`src/rtl/eth_fc_pkg.sv`:
```
// rtl/eth_fc_pkg.sv - shared types and constants for PAUSE flow control
package eth_fc_pkg;

    localparam int FC_QUANTA_W = 16;
    localparam logic [FC_QUANTA_W-1:0] FC_RESUME_VAL = 16'h0000;

    typedef enum logic [1:0] {
        IDLE        = 2'd0,
        SEND_PAUSE  = 2'd1,
        PAUSED      = 2'd2,
        SEND_RESUME = 2'd3
    } fc_state_t;

endpackage

```
`src/rtl/fc_refresh_timer.sv`:
```
// rtl/fc_refresh_timer.sv - counts cycles spent paused, flags refresh point
module fc_refresh_timer #(
    parameter int REFRESH_CYCLES = 4096
) (
    input  logic clk,
    input  logic rst_n,
    input  logic clear,
    input  logic run,
    output logic expired
);

    localparam int CNT_W = $clog2(REFRESH_CYCLES);

    logic [CNT_W-1:0] cnt_q;
    logic [CNT_W-1:0] cnt_d;

    assign expired = (cnt_q == CNT_W'(REFRESH_CYCLES - 1));

    always_comb begin
        cnt_d = cnt_q;
        if (clear) begin
            cnt_d = '0;
        end else if (run && !expired) begin
            cnt_d = cnt_q + 1'b1;
        end
    end

    always_ff @(posedge clk or negedge rst_n) begin
        if (!rst_n) begin
            cnt_q <= '0;
        end else begin
            cnt_q <= cnt_d;
        end
    end

endmodule

```
`src/rtl/pause_flow_ctrl.sv`:
```
// rtl/pause_flow_ctrl.sv - hysteresis PAUSE/resume request scheduler for the RX FIFO
module pause_flow_ctrl
    import eth_fc_pkg::*;
#(
    parameter int                     LVL_W          = 10,
    parameter int                     HI_WM          = 768,
    parameter int                     LO_WM          = 256,
    parameter logic [FC_QUANTA_W-1:0] PAUSE_QUANTA   = 16'h00FF,
    parameter int                     REFRESH_CYCLES = 4096
) (
    input  logic                   clk,
    input  logic                   rst_n,
    input  logic                   enable,
    input  logic [LVL_W-1:0]       fifo_level,
    input  logic [47:0]            src_addr,
    output logic                   tx_pause_req,
    output logic [FC_QUANTA_W-1:0] tx_pause_val,
    output logic [47:0]            tx_pause_source_addr,
    input  logic                   tx_pause_ack,
    output logic                   paused,
    output logic [15:0]            pause_count
);

    if (LO_WM >= HI_WM) begin : g_wm_order_check
        $error("pause_flow_ctrl: LO_WM must be below HI_WM");
    end
    if (REFRESH_CYCLES < 2) begin : g_refresh_check
        $error("pause_flow_ctrl: REFRESH_CYCLES must be at least 2");
    end

    fc_state_t              state_q, state_d;
    logic                   req_q, req_d;
    logic [FC_QUANTA_W-1:0] val_q, val_d;
    logic [47:0]            addr_q, addr_d;
    logic                   paused_q, paused_d;
    logic [15:0]            count_q, count_d;
    logic                   refresh_due;

    wire lvl_high = (fifo_level >= LVL_W'(HI_WM));
    wire lvl_low  = (fifo_level <= LVL_W'(LO_WM));

    // Timer sits at zero outside PAUSED, so every entry starts a fresh period.
    fc_refresh_timer #(
        .REFRESH_CYCLES(REFRESH_CYCLES)
    ) u_refresh_timer (
        .clk    (clk),
        .rst_n  (rst_n),
        .clear  (state_q != PAUSED),
        .run    (state_q == PAUSED),
        .expired(refresh_due)
    );

    always_comb begin
        state_d  = state_q;
        req_d    = req_q;
        val_d    = val_q;
        addr_d   = addr_q;
        paused_d = paused_q;
        count_d  = count_q;
        case (state_q)
            IDLE: begin
                if (enable && lvl_high) begin
                    state_d = SEND_PAUSE;
                    req_d   = 1'b1;
                    val_d   = PAUSE_QUANTA;
                    addr_d  = src_addr;
                end
            end
            SEND_PAUSE: begin
                if (tx_pause_ack) begin
                    state_d  = PAUSED;
                    req_d    = 1'b0;
                    paused_d = 1'b1;
                    if (count_q != 16'hFFFF) begin
                        count_d = count_q + 16'd1;
                    end
                end
            end
            PAUSED: begin
                // Resume wins over a refresh that falls due on the same cycle.
                if (lvl_low || !enable) begin
                    state_d = SEND_RESUME;
                    req_d   = 1'b1;
                    val_d   = FC_RESUME_VAL;
                    addr_d  = src_addr;
                end else if (refresh_due) begin
                    state_d = SEND_PAUSE;
                    req_d   = 1'b1;
                    val_d   = PAUSE_QUANTA;
                    addr_d  = src_addr;
                end
            end
            SEND_RESUME: begin
                if (tx_pause_ack) begin
                    state_d  = IDLE;
                    req_d    = 1'b0;
                    paused_d = 1'b0;
                end
            end
            default: state_d = IDLE;
        endcase
    end

    always_ff @(posedge clk or negedge rst_n) begin
        if (!rst_n) begin
            state_q  <= IDLE;
            req_q    <= 1'b0;
            val_q    <= '0;
            addr_q   <= '0;
            paused_q <= 1'b0;
            count_q  <= '0;
        end else begin
            state_q  <= state_d;
            req_q    <= req_d;
            val_q    <= val_d;
            addr_q   <= addr_d;
            paused_q <= paused_d;
            count_q  <= count_d;
        end
    end

    assign tx_pause_req         = req_q;
    assign tx_pause_val         = val_q;
    assign tx_pause_source_addr = addr_q;
    assign paused               = paused_q;
    assign pause_count          = count_q;

endmodule
```
`config.mk`:
```
export PLATFORM = sky130hd
export DESIGN_NAME = pause_flow_ctrl
export DESIGN_NICKNAME = d
export VERILOG_FILES = /design/src/rtl/eth_fc_pkg.sv /design/src/rtl/fc_refresh_timer.sv /design/src/rtl/pause_flow_ctrl.sv
export SDC_FILE = /design/constraint.sdc
export NUM_CORES = 1
export LEC_CHECK = 0
export CAP_MARGIN = 15
export CORE_ASPECT_RATIO = 0.9
export CORE_MARGIN = 3
export CORE_UTILIZATION = 45
export CTS_CLUSTER_SIZE = 25
export DETAILED_ROUTE_END_ITERATION = 12
export GPL_TIMING_DRIVEN = 0
export PLACE_DENSITY = 0.79
export SLEW_MARGIN = 15
export SYNTH_ARGS = -nofsm -noshare
export SYNTH_HDL_FRONTEND = slang
export SYNTH_SLANG_ARGS = --single-unit
```
`constraint.sdc`:
```
create_clock -name clk -period 2.2 [get_ports clk]
set_clock_uncertainty 0.15 [all_clocks]
set_input_delay 0.33 -clock clk [delete_from_list [all_inputs] [get_ports clk]]
set_output_delay 0.33 -clock clk [all_outputs]
set_load 0.005 [all_outputs]
```
==> impl_metrics.json, run 1 <==
{
  "slowest_delay_ps": 510,
  "power_mw": 8.75,
  "crit_path_end_kind": "flip-flop",
  "port_buffers": 135,
  "synth-seq-cells": 81,
  "grt_start_max_net_pins": 45,
  "routedWlPerCell_um": 21.2,
  "htree_num_levels": 3,
  "post-route-min-period_ps": 2150,
  "wirelength_mm": 19.4,
  "first_iter_violations": 734,
  "die_x_um": 122,
  "worst-setup-path-type": "input port to flip-flop",
  "yosysSeqAreaShare_pct": 37.0,
  "hp-start": "paused",
  "cts_max_path_buffers": 2,
  "mostFrequentLayoutCells": "clkdlybuf4s50_1, dfrtp_1, nand3_1",
  "viasPerCell": 6.89,
  "p_leak_nw": 2.82,
  "setup_violations": 0,
  "firstDrtPassIters": 5,
  "grt_usage_pct": 27.7,
  "tightestPinTransition_ps": 573,
  "cts_tree": "done",
  "finalWorstSetupSlack_ps": 45.2,
  "layout_commonest_cell": "clkdlybuf4s50_1",
  "power.density_nw_per_um2": 1140,
  "synth_warnings": 0,
  "ff_latch_area_um2": 2030,
  "postRouteAntennaNets": 0,
  "synthCells": 597,
  "synth.distinct_cells": 48,
  "worstPathMaxFanout": 10,
  "async_reset_ff_share_pct": 100,
  "initial_core_util_pct": 47.0,
  "grt_pass1_wl_mm": 31.2,
  "holdPathEnd": "paused",
  "startpoint_type": "input port",
  "multiInputGateArea_um2": 3200,
  "syn_area_um2": 5480,
  "synth-edff-count": 0,
  "grt_overflow": 0,
  "nets": 817,
  "slew_headroom_pct": 61.8,
  "path_cells": "clkdlybuf4s50_1 -> a31o_2 -> and2_1 -> buf_2 -> clkbuf_2 -> a311oi_1 -> nand3_1",
  "fmax_mhz": 464,
  "crit_required_ps": 2260,
  "core_um2": 11700,
  "hold_viol_final": 0,
  "slowest_stage": "clkdlybuf4s50_1",
  "clk_pin_slew_ps": 60,
  "hold_path.class": "flip-flop to flip-flop",
  "whs_ps": 354,
  "critPathArrivalTime_ps": 2220,
  "hold_path_depth": 2,
  "route.vias.total": 6298,
  "die_area_um2": 13500,
  "cts_root_buf": "clkbuf_16",
  "fp.dieH_um": 111,
  "syn2layout_area_growth_pct": 39.7,
  "final_cells": 914,
  "outcome": "finished, final reports clean",
  "numCtsBuffers": 9,
  "grt_pass1_vias": 6175,
  "rows": 37,
  "dpl.cell_count": 896,
  "diodes": 0,
  "synthFlopType": "dfrtp_1",
  "pre_cts_ws_ps": -552,
  "cap_violations": 0,
  "gp_congestion": 0.912,
  "post_synth.cell_area_avg_um2": 9.18,
  "clk-insertion-delay-late_ps": 340,
  "rrSetupSlack_ps": 60,
  "ir_drop_v": 0.000754,
  "clock_sinks": 81,
  "pin_count": 144,
  "maxSlewViolCount": 0,
  "drc": 0,
  "dpl.hpwl_mm": 13.2,
  "reg2reg_to": "tx_pause_source_addr[33]",
  "fin_crit_sh_pct": 97.9,
  "r2r.worst_path.cells": 7,
  "grt_antenna_before_repair": 0,
  "r2r-start": "u_refresh_timer.cnt_q[1]",
  "drive_above_1_share_pct": 14.8,
  "fillers": 954
}
[registers in the layout, summed over array words and instances (netlist names)]
register / cells
pause_count: 16
paused: 1
state_q: 2
tx_pause_req: 1
tx_pause_source_addr: 48
tx_pause_val: 1
u_refresh_timer.cnt_q: 12
[cell families after synthesis]
kind of cell	count (synthesis)	synth area share [%]
other	1	0.0684
muxes	2	0.411
adders and majority gates	2	0.457
and+or+nand+nor	214	24.4
AOI/OAI and AO/OA	182	26.8
xor gates and xnor gates	16	2.56
DFF	81	37.0
buffers and inverters	99	8.31
[power breakdown]
part           switching [mW]  internal [mW]  total, mW
clock                   0.650          0.798       1.45
combinational            2.38           2.33       4.71
sequential              0.546           2.05       2.60
[area by class of cell]
type                       count  share of cell area, %
tap                          156                   2.55
sequential                    81                   26.5
clock inverter                 6                  0.556
multi-input combinational    424                   41.8
inverter                       4                  0.196
timing repair buffer         140                   18.4
buffer                        93                   6.86
clock buffer                  10                   3.12
[routing by layer]
metal	wire length, um	track usage (%)	up-vias
met4	317	7.76	0
met3	1900	5.15	44
met2	9340	43.7	452
met5	0	0	-
met1	7820	38.9	3071
li1	-	-	2731
[timing repair]
action	CTS	global route
hold buffers	1	0
pin swaps	0	5
endpoints found under the setup margin	50	54
hold endpoints to repair	37	0
resized for setup	34	61
buffers inserted	1	2
[worst max-delay path by stage]
stage	startpoint	to	cells past startpoint
after global routing	pause_count[1]	pause_count[1]	6
after floorplan	u_refresh_timer.cnt_q[0]	tx_pause_source_addr[0]	8
after CTS	u_refresh_timer.cnt_q[1]	tx_pause_source_addr[44]	8
after detailed placement	enable	tx_pause_source_addr[44]	7
final	fifo_level[9]	tx_pause_source_addr[40]	7
after global placement	rst_n	tx_pause_source_addr[25]	1
[critical path, delay by kind of cell]
kind                   cells  cell delay, ps
buffers and inverters      3             920
AOI/OAI and AO/OA          2             680
and+or+nand+nor            2             270
[synth_stat cells (all sizes together) (8+ instances only)]
master,n,area share [%]
nand4,55,6.3
nand2,15,1.0
a311oi,48,7.7
nand3,59,5.4
o2111ai,49,7.8
buf,28,3.4
xnor2,14,2.2
dfrtp,81,37
nor4b,48,7.7
a21boi,48,6.6
clkbuf,67,4.6
o21ai,8,0.73
nor2,11,0.75
[per-stage QoR]
step / utilization, % / instance area, um^2 / TNS (ps)
2_1_floorplan: - / 5510 / 0
3_3_place_gp: 60.5 / 7050 / -208260
3_5_place_dp: 60.7 / 7080 / -21790
4_1_cts: 64.0 / 7470 / 0
5_1_grt: 65.6 / 7650 / -23.3
6_report: 65.6 / 7650 / 0
No activity file was read; power rests on OpenSTA's default activity.
==> inputs of run 2 (changes only) <==
Settings changed: CAP_MARGIN 15 to unset, GPL_ROUTABILITY_DRIVEN set to 1, PLACE_DENSITY 0.79 to 0.75.
==> run 2 against run 1 <==
  * Final area decreased by 1.5%
  * Routed wire length increased by 1.3%
  * First-iteration DRC count decreased by 10%
  * Critical path type unchanged
  * Critical endpoint is now tx_pause_source_addr[11]
  * Largest cell class unchanged
==> impl_metrics.json, run 2 (synthesis gave the netlist of run 1 again) <==
{
  "grt_pass1_vias": 6074,
  "clock_sinks": 81,
  "largest_reg_flops": 48,
  "fin_util_pct": 64.6,
  "hold_viol_final": 0,
  "crit_path_end_kind": "flip-flop",
  "initial_core_util_pct": 47.0,
  "fin_crit_sh_pct": 98.5,
  "gp_congestion": 0.857,
  "numCtsBuffers": 9,
  "route.vias.total": 6260,
  "ir_drop_v": 0.000586,
  "wirelength_mm": 19.6,
  "first_iter_violations": 660,
  "p_leak_nw": 2.78,
  "critPathArrivalTime_ps": 2250,
  "power.density_nw_per_um2": 1160,
  "syn2layout_area_growth_pct": 37.6,
  "grt_usage_pct": 28.0,
  "post-route-min-period_ps": 2170,
  "postRouteAntennaNets": 0,
  "firstDrtPassIters": 7,
  "crit_required_ps": 2280,
  "startpoint_type": "input port",
  "path_cells": "clkdlybuf4s50_1 -> a31o_2 -> clkbuf_2 -> a21boi_0 -> a311oi_2 -> nand3_1",
  "fmax_mhz": 461,
  "grt_overflow": 0,
  "htree_num_levels": 3,
  "layout_commonest_cell": "clkdlybuf4s50_1",
  "outcome": "finished, final reports clean",
  "slew_headroom_pct": 61.7,
  "ff_latch_area_um2": 2030,
  "rsz0062_at_grt": "yes",
  "fp.dieH_um": 111,
  "setup_violations": 0,
  "multiInputGateArea_um2": 3110,
  "r2r.worst_path.cells": 7,
  "grt_pass1_wl_mm": 31.4,
  "cts_root_buf": "clkbuf_16",
  "grt_start_max_net_pins": 48,
  "clk_pin_slew_ps": 70,
  "grt_antenna_before_repair": 0,
  "fillers": 982,
  "maxSlewViolCount": 0,
  "cts_max_path_buffers": 2,
  "drive_above_1_share_pct": 12.5,
  "pin_count": 144,
  "cap_violations": 0,
  "core_um2": 11700,
  "fin_tns_setup_ps": 0,
  "dpl.hpwl_mm": 13.2,
  "die_area_um2": 13500,
  "slowest_delay_ps": 610,
  "viasPerCell": 6.87,
  "nets": 815,
  "diodes": 0,
  "worst-setup-path-type": "input port to flip-flop",
  "hold_path.class": "input port to asynchronous set/reset pin",
  "tightestPinTransition_ps": 575,
  "rows": 37,
  "worstPathMaxFanout": 19,
  "cts_tree": "done",
  "drc": 0,
  "port_buffers": 135,
  "mostFrequentLayoutCells": "clkdlybuf4s50_1, dfrtp_1, nand3_1",
  "die_x_um": 122,
  "slowest_stage": "clkdlybuf4s50_1",
  "clk-insertion-delay-late_ps": 350,
  "routedWlPerCell_um": 21.6
}
==> run 2: repair_timing <==
item | 4_1_cts | 5_1_grt
endpoints found under the hold margin | 34 | 0
endpoints found under the setup margin | 53 | 57
cloned | 0 | 0
hold buffers | 1 | 0
buffers inserted | 1 | 1
resized for setup | 24 | 49
==> run 2: layout make-up <==
| class | instances | share of cell area, % |
|---|---|---|
| Buffer | 92 | 6.47 |
| Clock buffer | 10 | 3.17 |
| Clock inverter | 5 | 0.747 |
| Inverter | 4 | 0.199 |
| Multi-Input combinational cell | 424 | 41.3 |
| Sequential cell | 81 | 26.9 |
| Tap cell | 156 | 2.59 |
| Timing Repair Buffer | 139 | 18.6 |
==> run 2: routing by layer <==
metal | GRT usage [%] | share of wire, % | up-vias | wire length, um
li1 | - | - | 2727 | -
met1 | 39.2 | 42 | 3051 | 8340
met2 | 43.6 | 46 | 434 | 9080
met3 | 5.87 | 9.2 | 48 | 1810
met4 | 8.51 | 2.0 | 0 | 398
met5 | 0 | 0 | - | 0
==> run 2: power by group <==
| part | internal, mW | leakage [nW] | switching (mW) |
|---|---|---|---|
| Sequential | 2.05 | 1.03 | 0.542 |
| Combinational | 2.24 | 1.61 | 2.31 |
| Clock | 0.903 | 0.144 | 0.661 |
==> run 2: stage by stage <==
| stage | total power, mW | hold WS [ps] | worst slack, ps | area, um^2 | cells |
|---|---|---|---|---|---|
| finish | 8.71 | 351 | 32.2 | 7540 | 911 |
| global route | 9.18 | 375 | -29.3 | 7540 | 911 |
| CTS | 8.53 | 357 | -4.88 | 7460 | 912 |
| detailed placement | 6.89 | 188 | -497 | 7080 | 896 |
| global placement | 6.75 | 330 | -2440 | 7050 | 895 |
| floorplan | 4.74 | -116 | 135 | 5510 | 604 |
==> run 2: worst max-delay path: cells and delay by family <==
family / cells / cell delay, ps
buf+inv: 2 / 1000
simple gates: 1 / 120
compound gates: 3 / 810
==> run 2: path summary, 6_finish.rpt <==
check	start	end	slack [ps]
min	rst_n	u_refresh_timer.cnt_q[3]	350
max	fifo_level[8]	tx_pause_source_addr[11]	30
max reg2reg	u_refresh_timer.cnt_q[1]	tx_pause_source_addr[11]	80
min in group clk	pause_count[10]	pause_count[10]	350
min reg2reg	pause_count[10]	pause_count[10]	350
max in group asynchronous	rst_n	u_refresh_timer.cnt_q[0]	940
==> inputs of run 3 (changes only) <==
Settings changed: TNS_END_PERCENT set to 10.
==> run 3 against run 2 <==
  * The flow now finishes with violations (negative setup slack)
  * Core utilization down 0.086 points
  * Critical path depth unchanged
  * Die area is the same
  * Fmax down 3.7%
  * Largest cell class unchanged
  * Routed wire length fell by 0.32%
  * Via count is 0.40% lower
  * Combinational power barely moved
  * Sequential power about the same
  * Sequential share of layout area grew 0.052 points
  * Sequential cell count stayed put
  * Final cell count grew 0.11%
==> impl_metrics.json, run 3 (synthesis gave the netlist of run 1 again) <==
{
  "rows": 37,
  "fin_crit_sh_pct": 102,
  "fin_tns_setup_ps": -323,
  "grt_pass1_wl_mm": 31.4,
  "cts_max_path_buffers": 2,
  "worstPathMaxFanout": 10,
  "grt_antenna_before_repair": 0,
  "cap_violations": 0,
  "grt_usage_pct": 28.0,
  "slew_headroom_pct": 61.6,
  "combinationalPowerShare_pct": 52.1,
  "pre_cts_ws_ps": -497,
  "first_iter_violations": 569,
  "largest_reg_flops": 48,
  "cts_tree": "done",
  "grt_pass1_vias": 6069,
  "slowest_stage": "or4_1",
  "rrSetupSlack_ps": 10,
  "clk-insertion-delay-late_ps": 340,
  "wirelength_mm": 19.6,
  "crit_buf_inv": 2,
  "tightestPinTransition_ps": 576,
  "gp_congestion": 0.857,
  "firstDrtPassIters": 5,
  "ir_drop_v": 0.000588,
  "grt_overflow": 0,
  "drive_above_1_share_pct": 11.2,
  "p_seq_share_pct": 30.1,
  "fmax_mhz": 444,
  "clk_pin_slew_ps": 60,
  "p_sw_share_pct": 40.4,
  "crit_required_ps": 2320,
  "p_leak_nw": 2.75,
  "die_area_um2": 13500,
  "violations": "negative setup slack",
  "critPathArrivalTime_ps": 2380,
  "core_um2": 11700,
  "drc": 0,
  "grt_start_max_net_pins": 48,
  "die_x_um": 122,
  "mostFrequentLayoutCells": "clkdlybuf4s50_1, dfrtp_1, nand3_1",
  "post-route-min-period_ps": 2250,
  "fin_util_pct": 64.5,
  "htree_num_levels": 3,
  "p_int_mw": 5.17,
  "layout_commonest_cell": "clkdlybuf4s50_1",
  "port_buffers": 135,
  "routedWlPerCell_um": 21.5,
  "pin_count": 144,
  "dpl.hpwl_mm": 13.2,
  "path_cells": "clkdlybuf4s50_1 -> or4_1 -> o211ai_2 -> clkbuf_1 -> nand4_1 -> nand3_1",
  "hold_path.class": "flip-flop to flip-flop",
  "nets": 816,
  "rsz0062_at_grt": "yes",
  "fp.dieH_um": 111,
  "clock_sinks": 81,
  "outcome": "complete, but fails checks",
  "pwr-share-clk_pct": 17.8,
  "startpoint_type": "input port",
  "initial_core_util_pct": 47.0,
  "slowest_delay_ps": 560,
  "power.density_nw_per_um2": 1150,
  "setup_violations": 19,
  "diodes": 0,
  "finalWorstSetupSlack_ps": -50.8,
  "cts_root_buf": "clkbuf_16",
  "syn2layout_area_growth_pct": 37.4,
  "postRouteAntennaNets": 0,
  "numCtsBuffers": 9,
  "whs_ps": 352,
  "fillers": 984,
  "viasPerCell": 6.84,
  "crit_family": "buffers and inverters",
  "power_switching_mw": 3.51,
  "crit_path_end_kind": "flip-flop",
  "hold_viol_final": 0,
  "maxSlewViolCount": 0,
  "route.vias.total": 6235,
  "worst-setup-path-type": "input port to flip-flop",
  "power_mw": 8.68
}
[run 3: worst paths after layout]
path / start / endpoint / depth (start not counted)
max: fifo_level[1] / tx_pause_source_addr[28] / 6
min: pause_count[10] / pause_count[10] / 1
max reg2reg: u_refresh_timer.cnt_q[1] / tx_pause_source_addr[39] / 8
min reg2reg: pause_count[10] / pause_count[10] / 1
max in group asynchronous: rst_n / u_refresh_timer.cnt_q[0] / 3
min in group asynchronous: rst_n / u_refresh_timer.cnt_q[3] / 2
[run 3: power groups by stage]
stage	registers (mW)	clock network [mW]	logic, mW
final	2.61	1.54	4.52
after global routing	2.66	1.63	4.87
after CTS	2.57	1.56	4.38
after detailed placement	2.58	0	4.31
after global placement	2.55	0	4.19
after floorplan	2.48	0	2.26
[run 3: per-stage QoR]
| step | instances | area [um^2] |
|---|---|---|
| 2_1_floorplan | 604 | 5510 |
| 3_3_place_gp | 895 | 7050 |
| 3_5_place_dp | 896 | 7080 |
| 4_1_cts | 911 | 7450 |
| 5_1_grt | 912 | 7530 |
| 6_report | 912 | 7530 |
[run 3: final cells by class]
type / instances / area, um^2 / area share (%)
multi-input cells: 424 / 3110 / 41.3
flip-flops and latches: 81 / 2030 / 27.0
repair buffers: 138 / 1390 / 18.5
plain buffers: 94 / 488 / 6.48
clock buffers: 10 / 239 / 3.17
well taps: 156 / 195 / 2.59
clock inverters: 5 / 56.3 / 0.748
inverters: 4 / 15.0 / 0.199
[run 3: metal layers]
| metal | GRT usage [%] | vias to the layer above | part of all wire [%] |
|---|---|---|---|
| li1 | - | 2739 | - |
| met1 | 39.2 | 3018 | 42 |
| met2 | 43.6 | 436 | 47 |
| met3 | 5.87 | 42 | 9.8 |
| met4 | 8.51 | 0 | 1.9 |
| met5 | 0 | - | 0 |
[run 3: worst register-to-register path, cell delays in order, from the launching register on]
cell	delay, ps
dfrtp_1	440
ha_4	210
and3_1	130
buf_2	150
and3_1	190
buf_4	170
buf_4	190
a311oi_1	310
nand3_1	120
[run 3: what timing repair did]
item,4_1_cts,5_1_grt
pin swaps,0,1
hold endpoints to repair,34,0
resized for setup,25,30
setup endpoints to repair,53,57
hold buffers,1,0
buffers inserted,0,1
